## src/rtl/cdc_fifo_write_arbiter_if.sv

```systemverilog
// Producer-side handshake and FIFO write-port bundle for the CDC FIFO write arbiter.
// The master modport is the arbiter's view; the slave modport is the producers/FIFO view.
interface cdc_fifo_write_arbiter_if #(
  parameter int NUM_REQUESTERS = 4,
  parameter int DATA_WIDTH     = 8,
  parameter int ID_WIDTH       = 2
);
  logic [NUM_REQUESTERS-1:0]            request_valid;
  logic [NUM_REQUESTERS*DATA_WIDTH-1:0] request_data;
  logic [NUM_REQUESTERS-1:0]            request_last;
  logic [NUM_REQUESTERS-1:0]            request_ready;
  logic [ID_WIDTH+DATA_WIDTH-1:0]       fifo_write_data;
  logic                                 fifo_write_increment;
  logic                                 fifo_full;
  logic [ID_WIDTH-1:0]                  grant_id;
  logic                                 busy;

  modport master (
    input  request_valid, request_data, request_last, fifo_full,
    output request_ready, fifo_write_data, fifo_write_increment, grant_id, busy
  );

  modport slave (
    output request_valid, request_data, request_last, fifo_full,
    input  request_ready, fifo_write_data, fifo_write_increment, grant_id, busy
  );
endinterface

```

## src/rtl/cdc_fifo_write_arbiter.sv

```systemverilog
// Round-robin, burst-bounded arbiter sharing one CDC FIFO write port among several
// producers; each pushed word carries the granted requester's ID in its top bits.
module cdc_fifo_write_arbiter #(
  parameter int NUM_REQUESTERS = 4,
  parameter int DATA_WIDTH     = 8,
  parameter int ID_WIDTH       = 2,
  parameter int MAX_BURST      = 4
) (
  input logic                      clock,
  input logic                      reset,
  cdc_fifo_write_arbiter_if.master bus
);
  localparam int BEAT_W = (MAX_BURST > 1) ? $clog2(MAX_BURST) : 1;

  typedef enum logic {IDLE, GRANT} state_t;

  state_t              state, state_nxt;
  logic [ID_WIDTH-1:0] grant_q, grant_nxt;
  logic [ID_WIDTH-1:0] last_grant, last_nxt;
  logic [ID_WIDTH-1:0] pick, cand;
  logic [BEAT_W-1:0]   beat_count, beat_nxt;
  logic [DATA_WIDTH-1:0] g_data;
  logic                g_valid, g_last, xfer;

  // Wraps modulo NUM_REQUESTERS, not 2^ID_WIDTH, so non-power-of-two counts work.
  function automatic int rr_index(input int base, input int off);
    int s;
    s = base + 1 + off;
    if (s >= NUM_REQUESTERS) s = s - NUM_REQUESTERS;
    return s;
  endfunction

  // Reverse scan so the lowest offset from last_grant+1 wins the overwrite.
  always_comb begin
    pick = '0;
    cand = '0;
    for (int i = NUM_REQUESTERS - 1; i >= 0; i--) begin
      cand = ID_WIDTH'(rr_index(int'(last_grant), i));
      if (bus.request_valid[cand]) pick = cand;
    end
  end

  always_comb begin
    g_data = '0;
    for (int i = 0; i < NUM_REQUESTERS; i++) begin
      if (grant_q == ID_WIDTH'(i)) g_data = bus.request_data[i*DATA_WIDTH +: DATA_WIDTH];
    end
  end

  assign g_valid = bus.request_valid[grant_q];
  assign g_last  = bus.request_last[grant_q];
  assign xfer    = (state == GRANT) && g_valid && !bus.fifo_full;

  always_comb begin
    state_nxt = state;
    grant_nxt = grant_q;
    last_nxt  = last_grant;
    beat_nxt  = beat_count;
    case (state)
      IDLE: begin
        if (|bus.request_valid) begin
          state_nxt = GRANT;
          grant_nxt = pick;
          last_nxt  = pick;
          beat_nxt  = '0;
        end
      end
      GRANT: begin
        // A dropped valid forfeits the grant even while the FIFO is full.
        if (!g_valid) begin
          state_nxt = IDLE;
        end else if (xfer) begin
          if (g_last || beat_count == BEAT_W'(MAX_BURST - 1)) state_nxt = IDLE;
          else beat_nxt = beat_count + BEAT_W'(1);
        end
      end
      default: state_nxt = IDLE;
    endcase
  end

  always_ff @(posedge clock or negedge reset) begin
    if (!reset) begin
      state      <= IDLE;
      grant_q    <= '0;
      last_grant <= ID_WIDTH'(NUM_REQUESTERS - 1);
      beat_count <= '0;
    end else begin
      state      <= state_nxt;
      grant_q    <= grant_nxt;
      last_grant <= last_nxt;
      beat_count <= beat_nxt;
    end
  end

  always_comb begin
    bus.request_ready        = '0;
    bus.fifo_write_increment = 1'b0;
    if (state == GRANT && !bus.fifo_full) begin
      bus.request_ready        = NUM_REQUESTERS'(1) << grant_q;
      bus.fifo_write_increment = g_valid;
    end
  end

  assign bus.fifo_write_data = {grant_q, g_data};
  assign bus.grant_id        = grant_q;
  assign bus.busy            = (state == GRANT);
endmodule

```

## src/flat_wrapper.sv

```systemverilog
// flat-port wrapper written by rule: the top's interface ports become plain ports
module cdc_fifo_write_arbiter_flat 
#(
  parameter int NUM_REQUESTERS = 4,
  parameter int DATA_WIDTH     = 8,
  parameter int ID_WIDTH       = 2,
  parameter int MAX_BURST      = 4
)
  (clock, reset, bus_request_valid, bus_request_data, bus_request_last, bus_fifo_full, bus_request_ready, bus_fifo_write_data, bus_fifo_write_increment, bus_grant_id, bus_busy);
  cdc_fifo_write_arbiter_if #(.NUM_REQUESTERS(NUM_REQUESTERS), .DATA_WIDTH(DATA_WIDTH), .ID_WIDTH(ID_WIDTH)) bus_i ();
  input logic clock;
  input logic reset;
  input wire logic [$bits(bus_i.request_valid)-1:0] bus_request_valid;
  input wire logic [$bits(bus_i.request_data)-1:0] bus_request_data;
  input wire logic [$bits(bus_i.request_last)-1:0] bus_request_last;
  input wire logic [$bits(bus_i.fifo_full)-1:0] bus_fifo_full;
  output wire logic [$bits(bus_i.request_ready)-1:0] bus_request_ready;
  output wire logic [$bits(bus_i.fifo_write_data)-1:0] bus_fifo_write_data;
  output wire logic [$bits(bus_i.fifo_write_increment)-1:0] bus_fifo_write_increment;
  output wire logic [$bits(bus_i.grant_id)-1:0] bus_grant_id;
  output wire logic [$bits(bus_i.busy)-1:0] bus_busy;
  assign bus_i.request_valid = bus_request_valid;
  assign bus_i.request_data = bus_request_data;
  assign bus_i.request_last = bus_request_last;
  assign bus_i.fifo_full = bus_fifo_full;
  assign bus_request_ready = bus_i.request_ready;
  assign bus_fifo_write_data = bus_i.fifo_write_data;
  assign bus_fifo_write_increment = bus_i.fifo_write_increment;
  assign bus_grant_id = bus_i.grant_id;
  assign bus_busy = bus_i.busy;
  cdc_fifo_write_arbiter #(.NUM_REQUESTERS(NUM_REQUESTERS), .DATA_WIDTH(DATA_WIDTH), .ID_WIDTH(ID_WIDTH), .MAX_BURST(MAX_BURST)) u_core (.clock(clock), .reset(reset), .bus(bus_i));
endmodule
```

## config.mk

```make
export PLATFORM = sky130hd
export DESIGN_NAME = cdc_fifo_write_arbiter_flat
export DESIGN_NICKNAME = d
export VERILOG_FILES = /design/src/rtl/cdc_fifo_write_arbiter_if.sv /design/src/rtl/cdc_fifo_write_arbiter.sv /design/src/flat_wrapper.sv
export SDC_FILE = /design/constraint.sdc
export NUM_CORES = 1
export LEC_CHECK = 0
export ABC_AREA = 0
export ABC_CLOCK_PERIOD_IN_PS = 1900
export CAP_MARGIN = 30
export CORE_MARGIN = 4
export CORE_UTILIZATION = 33
export CTS_BUF_LIST = sky130_fd_sc_hd__clkbuf_8
export DETAILED_ROUTE_END_ITERATION = 8
export PLACE_DENSITY = 0.83
export SYNTH_ARGS = -nofsm -noshare
export SYNTH_HDL_FRONTEND = slang
export SYNTH_SLANG_ARGS = --single-unit
```

## constraint.sdc

```tcl
create_clock -name clock -period 1.9 [get_ports clock]
set_input_delay 0.285 -clock clock [delete_from_list [all_inputs] [get_ports clock]]
set_output_delay 0.285 -clock clock [all_outputs]
set_load 0.01 [all_outputs]
```

Word-level counts from Yosys, hierarchy flattened
Index checks and enable logic that the tools add are counted.
- add/sub/neg operators: 9
- order comparisons: 9
- eq/ne operators: 8
- shift operators: 1
- mux-type cells: 36
- bitwise gates (word level): 1
- reduce and logical (&&, ||, !) cells: 9
- operators with widths (operator ; count):
    >= comparator 32 x 4 -> 1 bit, second input constant ; 2
    two-way mux 8 bit ; 4
    two-way mux 2 bit ; 12
    less-than comparator 2 x 3 -> 1 bit, second input constant ; 5
    binary-select mux 1 bit (select 2 bit) ; 6
    two-way mux 1 bit ; 11
    adder 3 x 2 -> 4 bit, second input constant ; 2
    subtractor 2 x 1 -> 2 bit, second input constant ; 4
    equality test 2 bit, second input constant ; 3
    inequality test 2 bit, second input constant ; 3
    adder 3 x 1 -> 4 bit, second input constant ; 1
    >= comparator 4 x 3 -> 1 bit, second input constant ; 1
    two-way mux 4 bit ; 1
    one-hot mux 2 bit (2 select lines) ; 1
    AND reduction 4 bit ; 1
    OR reduction 4 bit ; 1
    << shifter 1 x 2 -> 4 bit, first input constant ; 1
    adder 2 x 1 -> 3 bit, second input constant ; 1
    >= comparator 3 bit, second input constant ; 1
    logical AND 1 bit ; 3
    adder 2 x 1 -> 2 bit, second input constant ; 1
    equality test 2 x 1 -> 1 bit, second input constant ; 1
    zero test 2 bit ; 1
    inequality test 2 x 1 -> 1 bit, second input constant ; 1
    5 further kinds ; 5
- bits in registers: 7
- bits of input ports: 43
- output and inout port bits: 18
- word-level logic and storage cells: 77

Longest topological paths before layout
Gate-level depths: netlist (run 1).
- depth after elaboration: 10
- gate-level depth with buffers: 5

Worst setup path after synthesis (run 1)
OpenSTA, ideal clock, no wires.
- path kind: register -> output
- from: register u_core.grant_q[0], in the netlist u_core.bus.grant_id[0]
- to: output bus_fifo_write_data[0]
- arrival: 1.277 ns
- path slack: 0.338 ns
- cell stages (with the launch flop): 4
- path buffers: 2
- cells stage by stage: dfrtp_1 buf_6 buf_4 mux4_2
- cells in the longest elaborated chain, start to end: 5
- elaborated cells on any way between the ends: 8
- those cells by class: eq/ne (3); mux (4); reduce/logical (1)
- RTL lines (element ; RTL line ; RTL):
    start: declaration ; cdc_fifo_write_arbiter.sv:18 ; logic [ID_WIDTH-1:0] grant_q, grant_nxt;
    start signal: assignment ; cdc_fifo_write_arbiter.sv:89 ; grant_q <= grant_nxt;
    zero test 2 bit ; cdc_fifo_write_arbiter.sv:46 ; if (grant_q == ID_WIDTH'(i)) g_data = bus.request_data[i*DATA_WIDTH +: DATA_WIDTH];
    two-way mux 8 bit (3 in series) ; cdc_fifo_write_arbiter.sv:46 ;
    two-way mux 8 bit (*) ; cdc_fifo_write_arbiter.sv:46 ;
    end: declaration ; flat_wrapper.sv:18 ; output wire logic [$bits(bus_i.fifo_write_data)-1:0] bus_fifo_write_data;
Every way passes the cells marked *; elsewhere a longest branch is shown, timed or not.

Worst setup path after layout (run 1)
- from: register u_core.grant_q[0], in the netlist u_core.bus.grant_id[0]
- to: output bus_fifo_write_data[5]
Same word-level chain as after synthesis.

==> results.md, run 1 <==
* DRC errors left at 0
* CP required at 1.62 ns
* Placed Area at 1410 um^2
* Critical path type: reg2out
* Die ar. at 2990 um^2
* Area of the mapped netlist at 718 um^2
* Status: completed
* Vias per cell at 5.10
* Vias at 846
* Synth unique cells at 31
* DR pass1 iterations at 4
* Row cnt at 16
* First-pass GRT wire length at 3.70 mm
* Critical path's largest stage delay at 0.49 ns
* Post-synth top flop: dfrtp_1
* Share of cells above drive strength 1 at 24.5%
* Vias in the first global route at 855
* Syn Nets at 111
* Die height at 54.7 um
* Setup-failing EPs final at 0
* Pwr dens at 1190 nW/um^2
* Largest net degree at the start of global routing at 15
* R2r setup slk at 0.30 ns
* Critical Path End Type: output pin
* Routed Antenna Nets at 0
* Root Driver: clkbuf_8
* Core area at 2020 um^2
* Worst EP arrival at 1.58 ns
* Slew HR at 74.8%
* Synthesized flop and latch total at 7
* I/O Buffers at 60
* Clock latency on the worst-skew pair at 0.22 ns
* Largest cells by area after synthesis: mux4_2 (25%), dfrtp_1 (17%), mux2i_1 (8.4%)
* CTS tree: built
* Mean area per synthesized cell at 10.7 um^2
* Initial core utilization at 35.5%
* WP buf/inv at 2
* Slew Viols, Final at 0
* Nets at 184
* HP Class: in2async
* Clk slew on worst S/H paths at 0.04 ns
* Setup Skew at 0.000318 ns
* Hold_buf cts at 0
* Family with the most delay on the worst path: multiplexers
* Actual slew at the worst max-slew pin at 0.378 ns
* Sequential share of the synthesized area at 24.7%
* Crit Path Max Fanout at 5
* Yosys warns at 0
* Max Clk Rate at 0.536 GHz
* # diodes at 0
* Synth top area share at 25.1%
* Total Wirelength at 2.81 mm
* Asr flop ratio synth at 100%
* Max-cap violations at 0
* P_leak at 0.656 nW
* Clock buffer depth at 2
* CTS Buf Count at 3
* Worst Hold Margin at 0.324 ns
* Crit path launch type: flop
* Average wire per standard cell at 16.9 um
* H-Tree Depth at 1
* CTS sink cnt at 7
* Antenna violations before repair at 0
* Final worst path period share at 98.3%
* Final hold vios at 0
* Gpl congestion at 0.755
* Die W at 54.7 um
* Leading area contributor after synthesis: mux4_2
* VDD IR max at 949 uV
* Ports at 61
* GRT overflow at 0
* Minimum clock period at 1.87 ns
* P&R area growth vs syn at 107%
* R2R Path End: u_core.beat_count[0]
* Slowest-stage cell, CP: mux4_2
* CP Cell Sequence: clkbuf_16 -> mux4_2 -> dlygate4sd2_1
* R2R Path Start: u_core.bus.grant_id[0]
* DP HPWL at 2.18 mm
* All-Layer GR Usage at 17.1%
* Design Area, Final at 1490 um^2
* Post-synth EDFFs at 0
* FF-to-FF path depth at 6
* DR iter-0 viols at 9
* Synthesized instance count at 67
-- layer usage --
metal,part of all wire (%),track usage (%),up-vias
li1,-,-,397
met1,37,18.8,404
met2,50,31.3,45
met3,13,5.72,0
met4,0,3.73,0
met5,0,0,-
-- report_power, final --
part | internal [mW] | switching (mW) | total (mW) | leakage [nW]
Combinational | 0.751 | 0.514 | 1.26 | 0.547
Sequential | 0.232 | 0.0699 | 0.302 | 0.0821
Clock | 0.139 | 0.0575 | 0.196 | 0.0269
Total | 1.12 | 0.641 | 1.76 | 0.656
-- cell families (layout without fill, tap and decap cells) --
group	after synthesis	after routing	share of synthesized area, %
AND/OR/NAND/NOR	19	19	13.1
AO/OA/AOI/OAI	16	16	18.1
multiplexers	15	15	35.0
buffers and inverters	9	81	7.32
flip-flops	7	7	24.7
adder cells (fa/ha/maj)	1	1	1.74
-- state kept, by name (all words and copies together), names as in the netlist --
signal	flops
u_core.last_grant	2
u_core.beat_count	2
u_core.bus.busy	1
u_core.bus.grant_id	2
-- final cells by class --
cell class,count,area [um^2]
clock buffers,3,41.3
clock inverters,1,3.75
fillers,153,536
inverters,4,15.0
multi-input cells,51,497
flip-flops and latches,7,179
well taps,27,33.8
repair buffers,73,717
-- worst max path at each step --
| stage | start | end | slack (ns) | cells past startpoint |
|---|---|---|---|---|
| CTS | u_core.bus.grant_id[0] | bus_fifo_write_data[0] | 0.03 | 3 |
| global route | u_core.bus.grant_id[0] | bus_fifo_write_data[5] | -0.0005 | 3 |
| global placement | bus_fifo_full | bus_fifo_write_increment | -0.12 | 5 |
| floorplan | u_core.bus.grant_id[0] | bus_fifo_write_data[0] | 0.34 | 3 |
| finish | u_core.bus.grant_id[0] | bus_fifo_write_data[5] | 0.03 | 3 |
| detailed placement | bus_fifo_full | bus_fifo_write_increment | -0.14 | 5 |
-- placed cells by master (no fill, tap or decap), types with 2 or more instances in the layout --
cell | synthesis | layout
and2_2 | 2 | 2
dlygate4sd2_1 | 0 | 9
clkbuf_8 | 0 | 3
a21o_1 | 3 | 3
dfrtp_1 | 5 | 4
mux4_2 | 8 | 8
clkdlybuf4s50_1 | 0 | 47
nor2_1 | 5 | 5
buf_4 | 3 | 11
mux2i_1 | 6 | 5
a21boi_0 | 2 | 2
dfstp_2 | 2 | 2
inv_1 | 4 | 5
nand2_1 | 7 | 7
clkdlybuf4s15_1 | 0 | 4
-- what timing repair did --
action                     in CTS  in global routing
setup endpoints to repair      13                  4
setup buffers                   1                  0
gates resized for setup        14                  6
gates cloned                    0                  1
pin swaps                       1                  0
-- synthesized netlist by cell type (all sizes together), types with 2 or more instances --
master / instances
dfrtp: 5
a21boi: 2
a21o: 4
inv: 4
a21oi: 2
dfstp: 2
mux4: 8
buf: 4
nor2: 5
nand2: 7
mux2i: 6
and2: 2
-- metrics by stage --
stage	total power [mW]	setup TNS, ns	std cells	worst slack, ns	util [%]
2_1_floorplan	0.981	0	67	0.338	-
3_3_place_gp	1.54	-0.533	160	-0.119	69.7
3_5_place_dp	1.56	-0.765	160	-0.136	69.7
4_1_cts	1.69	0	165	0.0337	71.8
5_1_grt	1.89	-0.000488	166	-0.000488	73.5
6_report	1.76	0	166	0.0328	73.5
Power figures use the tool's default switching activity.
==> run 2, diff against run 1 <==
Settings changed: ABC_CLOCK_PERIOD_IN_PS 1900 to 2000, GPL_TIMING_DRIVEN set to 1.
Clock period 1.9 ns to 2 ns, I/O delays scaled along.
==> run 2 against run 1 <==
  * Global-route usage fell by 0.68 points
  * Utilization decreased by 2.0 points
  * Via count fell by 3.7%
  * Sequential cell count did not move
  * Die area unchanged
  * Worst hold slack improved by 0.0074 ns
==> results.md, run 2 (synthesis results as in run 1) <==
* Gpl congestion at 0.704 (was 0.755)
* Worst Hold Margin at 0.331 ns (was 0.324 ns)
* Vias in the first global route at 766 (was 855)
* Critical Path End Type: output pin (unchanged)
* Clock buffer depth at 2 (unchanged)
* P&R area growth vs syn at 101% (was 107%)
* CP Cell Sequence: buf_4 -> mux4_2 -> dlygate4sd2_1 (was clkbuf_16 -> mux4_2 -> dlygate4sd2_1)
* CTS sink cnt at 7 (unchanged)
* Die W at 54.7 um (unchanged)
* Pre-CTS setup slack at -0.0723 ns (was -0.136 ns)
* HP Class: in2async (unchanged)
* Final worst path period share at 92.6%
* Average wire per standard cell at 15.3 um (was 16.9 um)
* Nets at 182 (was 184)
* Pwr dens at 1080 nW/um^2 (was 1190 nW/um^2)
* CTS Buf Count at 3 (unchanged)
* Inst Count DP at 160 (unchanged)
* Leading cell type in the layout, fill and taps excluded: clkdlybuf4s50_1 (unchanged)
* Row cnt at 16 (unchanged)
* Met3 Use GR at 6.27% (was 5.72%)
* GRT overflow at 0 (unchanged)
* Placed Area at 1400 um^2 (was 1410 um^2)
* Setup Skew at 0.00341 ns (was 0.000318 ns)
* Vias at 815 (was 846)
* Met2 GRT Util at 29.9% (was 31.3%)
* Met1 Use GR at 17.6% (was 18.8%)
* VDD IR max at 848 uV (was 949 uV)
* Actual slew at the worst max-slew pin at 0.325 ns (was 0.378 ns)
* RSZ-0062 raised after global routing: false
* Setup TNS Final at 0 ns (unchanged)
* Slack of the critical path at 0.149 ns (was 0.0328 ns)
* Slowest-stage cell, CP: mux4_2 (unchanged)
* Ports at 61 (unchanged)
* Pwr Total at 1.56 mW (was 1.76 mW)
* CTS tree: built (unchanged)
* DP HPWL at 2.12 mm (was 2.18 mm)
* Die height at 54.7 um (unchanged)
* Crit path launch type: flop (unchanged)
* Crit Path Max Fanout at 7 (was 5)
* Hold_buf cts at 0 (unchanged)
* Design Area, Final at 1450 um^2 (was 1490 um^2)
* GR peak layer: met2 (unchanged)
* Critical path's largest stage delay at 0.50 ns (was 0.49 ns)
* Fillers at 153 (unchanged)
* Antenna violations before repair at 0 (unchanged)
* Status: completed (unchanged)
* Fin util at 71.5% (was 73.5%)
* Clk slew on worst S/H paths at 0.04 ns (about the same)
* CP required at 1.70 ns (was 1.62 ns)
* P_leak at 0.682 nW (was 0.656 nW)
* Setup-failing EPs final at 0 (unchanged)
* I/O Buffers at 60 (unchanged)
* Most frequent cells in the layout: clkdlybuf4s50_1 (47), dlygate4sd2_1 (10), buf_4 (10) (was clkdlybuf4s50_1 (47), buf_4 (11), dlygate4sd2_1 (9))
* DR pass1 iterations at 4 (unchanged)
* Worst EP arrival at 1.55 ns (was 1.58 ns)
* Max-cap violations at 0 (unchanged)
* DRC errors left at 0 (unchanged)
* Setup Buffers After CTS at 0 (was 1)
* # diodes at 0 (unchanged)
* All-Layer GR Usage at 16.4% (was 17.1%)
* First-pass GRT wire length at 3.49 mm (was 3.70 mm)
* Slew HR at 78.3% (was 74.8%)
* Total Wirelength at 2.52 mm (was 2.81 mm)
* Core area at 2020 um^2 (unchanged)
* Final Non-Filler Cells at 164 (was 166)
* DR iter-0 viols at 5 (was 9)
* Max Clk Rate at 0.540 GHz
* Root Driver: clkbuf_8 (unchanged)
* Multi-input logic area at 493 um^2 (was 497 um^2)
* Reg area at 178 um^2 (was 179 um^2)
* Critical path type: reg2out (unchanged)
* Share of cells above drive strength 1 at 21.9% (was 24.5%)
* H-Tree Depth at 1 (unchanged)
* Vias per cell at 4.97 (was 5.10)
* Initial core utilization at 35.5% (unchanged)
* Largest net degree at the start of global routing at 15 (unchanged)
* Routed Antenna Nets at 0 (unchanged)
* Clock latency on the worst-skew pair at 0.23 ns (was 0.22 ns)
* Slew Viols, Final at 0 (unchanged)
* Final hold vios at 0 (unchanged)
* Die ar. at 2990 um^2 (unchanged)
* Minimum clock period at 1.85 ns
==> run 2: path summary, 6_finish.rpt <==
check	start	to	slack (ns)	depth (start not counted)
worst min-delay path	reset	u_core.bus.busy	0.33	1
min in group clock	u_core.beat_count[0]	u_core.beat_count[0]	0.49	1
worst max-delay path	u_core.bus.grant_id[0]	bus_fifo_write_data[5]	0.15	3
max in group asynchronous	reset	u_core.last_grant[1]	1.38	1
worst min register to register	u_core.beat_count[0]	u_core.beat_count[0]	0.49	1
worst max register to register	u_core.bus.grant_id[0]	u_core.beat_count[1]	0.44	6
==> run 2: critical path, delay by kind of cell (launching register included) <==
family / cells / cell delay (ns)
DFF: 1 / 0.35
muxes: 1 / 0.50
buffers and inverters: 2 / 0.47
==> run 2: per-layer routing <==
layer,up-vias,share of wire [%]
met5,-,0
met4,0,0.48
met3,2,15
met2,53,48
met1,364,37
li1,396,-
==> run 2: final cells by class <==
| cell class | instances | share of cell area, % |
|---|---|---|
| clock buffer | 3 | 2.85 |
| clock inverter | 1 | 0.260 |
| inverter | 4 | 1.04 |
| multi-input combinational | 51 | 34.1 |
| sequential | 7 | 12.3 |
| tap | 27 | 2.34 |
| timing repair buffer | 71 | 47.1 |
==> run 2: repair_timing <==
item / CTS / global route
hold endpoints to repair: 0 / 0
resized for setup: 12 / 3
setup endpoints to repair: 11 / 3
==> run 2: power breakdown <==
group / total [mW] / switching, mW / internal, mW
sequential: 0.274 / 0.0555 / 0.219
clock: 0.190 / 0.0579 / 0.132
combinational: 1.09 / 0.455 / 0.639
total: 1.56 / 0.569 / 0.990
==> run 3, diff against run 2 <==
Settings changed: ABC_CLOCK_PERIOD_IN_PS 2000 to 2150, CORE_UTILIZATION 33 to 35, PLACE_DENSITY 0.83 to 0.87.
Clock period 2 ns to 2.15 ns, I/O delays scaled along.
==> run 3 against run 2 <==
  * Global-route usage increased by 4.3 points
  * Non-clock buffer count shrank 2
  * Utilization grew 2.6 points
  * Register-to-register slack improved by 0.10 ns
  * Wire length grew 37%
  * Clock-buffer cell count unchanged
  * Clock power fell by 8%
  * Worst hold slack gained 0.014 ns
  * Largest cell class unchanged
==> results.md, run 3 (synthesis results as in run 1) <==
* Critical path's largest stage delay at 0.54 ns (was 0.50 ns)
* Critical Path End Type: output pin (unchanged)
* Setup Buffers After CTS at 0 (unchanged)
* CTS sink cnt at 7 (unchanged)
* I/O Buffers at 60 (unchanged)
* DP HPWL at 2.38 mm (was 2.12 mm)
* Clk slew on worst S/H paths at 0.04 ns (about the same)
* Setup-failing EPs final at 0 (unchanged)
* DR iter-0 viols at 37 (was 5)
* Max-cap violations at 0 (unchanged)
* Die ar. at 2840 um^2 (was 2990 um^2)
* Slew HR at 77.6% (was 78.3%)
* Setup TNS Final at 0 ns (unchanged)
* Hold_buf cts at 0 (unchanged)
* P_leak at 0.652 nW (was 0.682 nW)
* Crit path launch type: flop (unchanged)
* Vias in the first global route at 905 (was 766)
* GRT overflow at 0 (unchanged)
* Crit Path Max Fanout at 17 (was 7)
* Nets at 180 (was 182)
* Vias per cell at 5.51 (was 4.97)
* Final worst path period share at 99.0%
* CP required at 1.83 ns (was 1.70 ns)
* Die height at 53.3 um (was 54.7 um)
* VDD IR max at 796 uV (was 848 uV)
* Largest net degree at the start of global routing at 18 (was 15)
* Routed wl met3 at 408 um (was 382 um)
* WP buf/inv at 2 (unchanged)
* Initial core utilization at 36.6% (was 35.5%)
* Leading cell type in the layout, fill and taps excluded: clkdlybuf4s50_1 (unchanged)
* All-Layer GR Usage at 20.8% (was 16.4%)
* Routed Antenna Nets at 0 (unchanged)
* Average wire per standard cell at 21.2 um (was 15.3 um)
* Fillers at 146 (was 153)
* Ports at 61 (unchanged)
* CTS tree: built (unchanged)
* Minimum clock period at 2.13 ns
* HP Class: in2async (unchanged)
* M1 WL at 1.29 mm (was 925 um)
* H-Tree Depth at 1 (unchanged)
* Pwr dens at 1080 nW/um^2 (about the same)
* Max Clk Rate at 0.470 GHz
* DR pass1 iterations at 4 (unchanged)
* First-pass GRT wire length at 4.26 mm (was 3.49 mm)
* Critical path type: reg2out (unchanged)
* Slack of the critical path at 0.0211 ns (was 0.149 ns)
* Clock latency on the worst-skew pair at 0.23 ns (about the same)
* Gpl congestion at 0.762 (was 0.704)
* Vias at 893 (was 815)
* # diodes at 0 (unchanged)
* Setup Skew at 0.00527 ns (was 0.00341 ns)
* Max Used Layer: met4 (unchanged)
* Pwr Total at 1.57 mW (was 1.56 mW)
* P&R area growth vs syn at 103% (was 101%)
* Metal2 WL at 1.71 mm (was 1.20 mm)
* Status: completed (unchanged)
* Actual slew at the worst max-slew pin at 0.336 ns (was 0.325 ns)
* Total Wirelength at 3.43 mm (was 2.52 mm)
* CTS Buf Count at 3 (unchanged)
* Slowest-stage cell, CP: mux4_2 (unchanged)
* Die W at 53.3 um (was 54.7 um)
* Clock buffer depth at 2 (unchanged)
* Antenna violations before repair at 0 (unchanged)
* Core area at 1960 um^2 (was 2020 um^2)
* Worst Hold Margin at 0.345 ns (was 0.331 ns)
* Worst EP arrival at 1.81 ns (was 1.55 ns)
* Root Driver: clkbuf_8 (unchanged)
* Row cnt at 16 (unchanged)
* DRC errors left at 0 (unchanged)
* Final hold vios at 0 (unchanged)
* Most frequent cells in the layout: clkdlybuf4s50_1 (55), mux4_2 (8), buf_4 (8) (was clkdlybuf4s50_1 (47), dlygate4sd2_1 (10), buf_4 (10))
* Slew Viols, Final at 0 (unchanged)
* CP Cell Sequence: buf_12 -> mux4_2 -> clkdlybuf4s50_1 (was buf_4 -> mux4_2 -> dlygate4sd2_1)
* Family with the most delay on the worst path: buffers and inverters (was multiplexers)
* Share of cells above drive strength 1 at 21.5% (was 21.9%)
* Pre-CTS setup slack at 0.00671 ns (was -0.0723 ns)
-- run 3: cell types whose count changed in the layout (fill, tap and decap cells not counted) --
cell | before | now
buf_4 | 10 | 8
clkdlybuf4s50_1 | 47 | 55
dfrtp_2 | 0 | 1
dlymetal6s2s_1 | 3 | 4
buf_12 | 0 | 1
dlygate4sd2_1 | 10 | 1
dfrtp_1 | 5 | 4
buf_6 | 1 | 0
-- run 3: timing repair --
item,CTS,global route
pin swaps,0,1
gates resized for setup,2,5
setup endpoints to repair,1,5
endpoints found under the hold margin,0,0
-- run 3: area by class of cell --
| type | count | area [um^2] | share of cell area, % |
|---|---|---|---|
| flip-flops and latches | 7 | 179 | 12.3 |
| repair buffers | 69 | 689 | 47.4 |
| multi-input cells | 51 | 493 | 33.9 |
| inverters | 4 | 15.0 | 1.03 |
| well taps | 27 | 33.8 | 2.32 |
| clock inverters | 1 | 3.75 | 0.258 |
| clock buffers | 3 | 41.3 | 2.84 |
-- run 3: stage by stage --
stage / util, % / cells / instance area (um^2)
6_report: 74.2 / 162 / 1460
5_1_grt: 74.2 / 162 / 1460
4_1_cts: 73.6 / 162 / 1440
3_5_place_dp: 71.1 / 158 / 1400
3_3_place_gp: 71.1 / 158 / 1400
2_1_floorplan: - / 67 / 718
-- run 3: final timing paths --
| check | start | endpoint | slack, ns | cells past startpoint |
|---|---|---|---|---|
| worst min-delay path | reset | u_core.beat_count[0] | 0.34 | 1 |
| worst min register to register | u_core.beat_count[0] | u_core.beat_count[0] | 0.51 | 1 |
| max in group asynchronous | reset | u_core.last_grant[0] | 1.52 | 1 |
| min in group clock | u_core.beat_count[0] | u_core.beat_count[0] | 0.51 | 1 |
| worst max-delay path | u_core.bus.grant_id[0] | bus_fifo_write_data[4] | 0.02 | 3 |
| worst max register to register | u_core.bus.grant_id[0] | u_core.beat_count[0] | 0.54 | 6 |
-- run 3: routing by layer --
layer | GRT usage (%) | up-vias
met1 | 21.6 | 439
met5 | 0 | -
met2 | 39.4 | 58
li1 | - | 392
met3 | 6.76 | 4
met4 | 4.68 | 0
-- run 3: power by group --
group | switching (mW) | internal, mW | leakage (nW)
clock network | 0.0523 | 0.123 | 0.0269
logic | 0.449 | 0.655 | 0.543
registers | 0.0905 | 0.205 | 0.0819
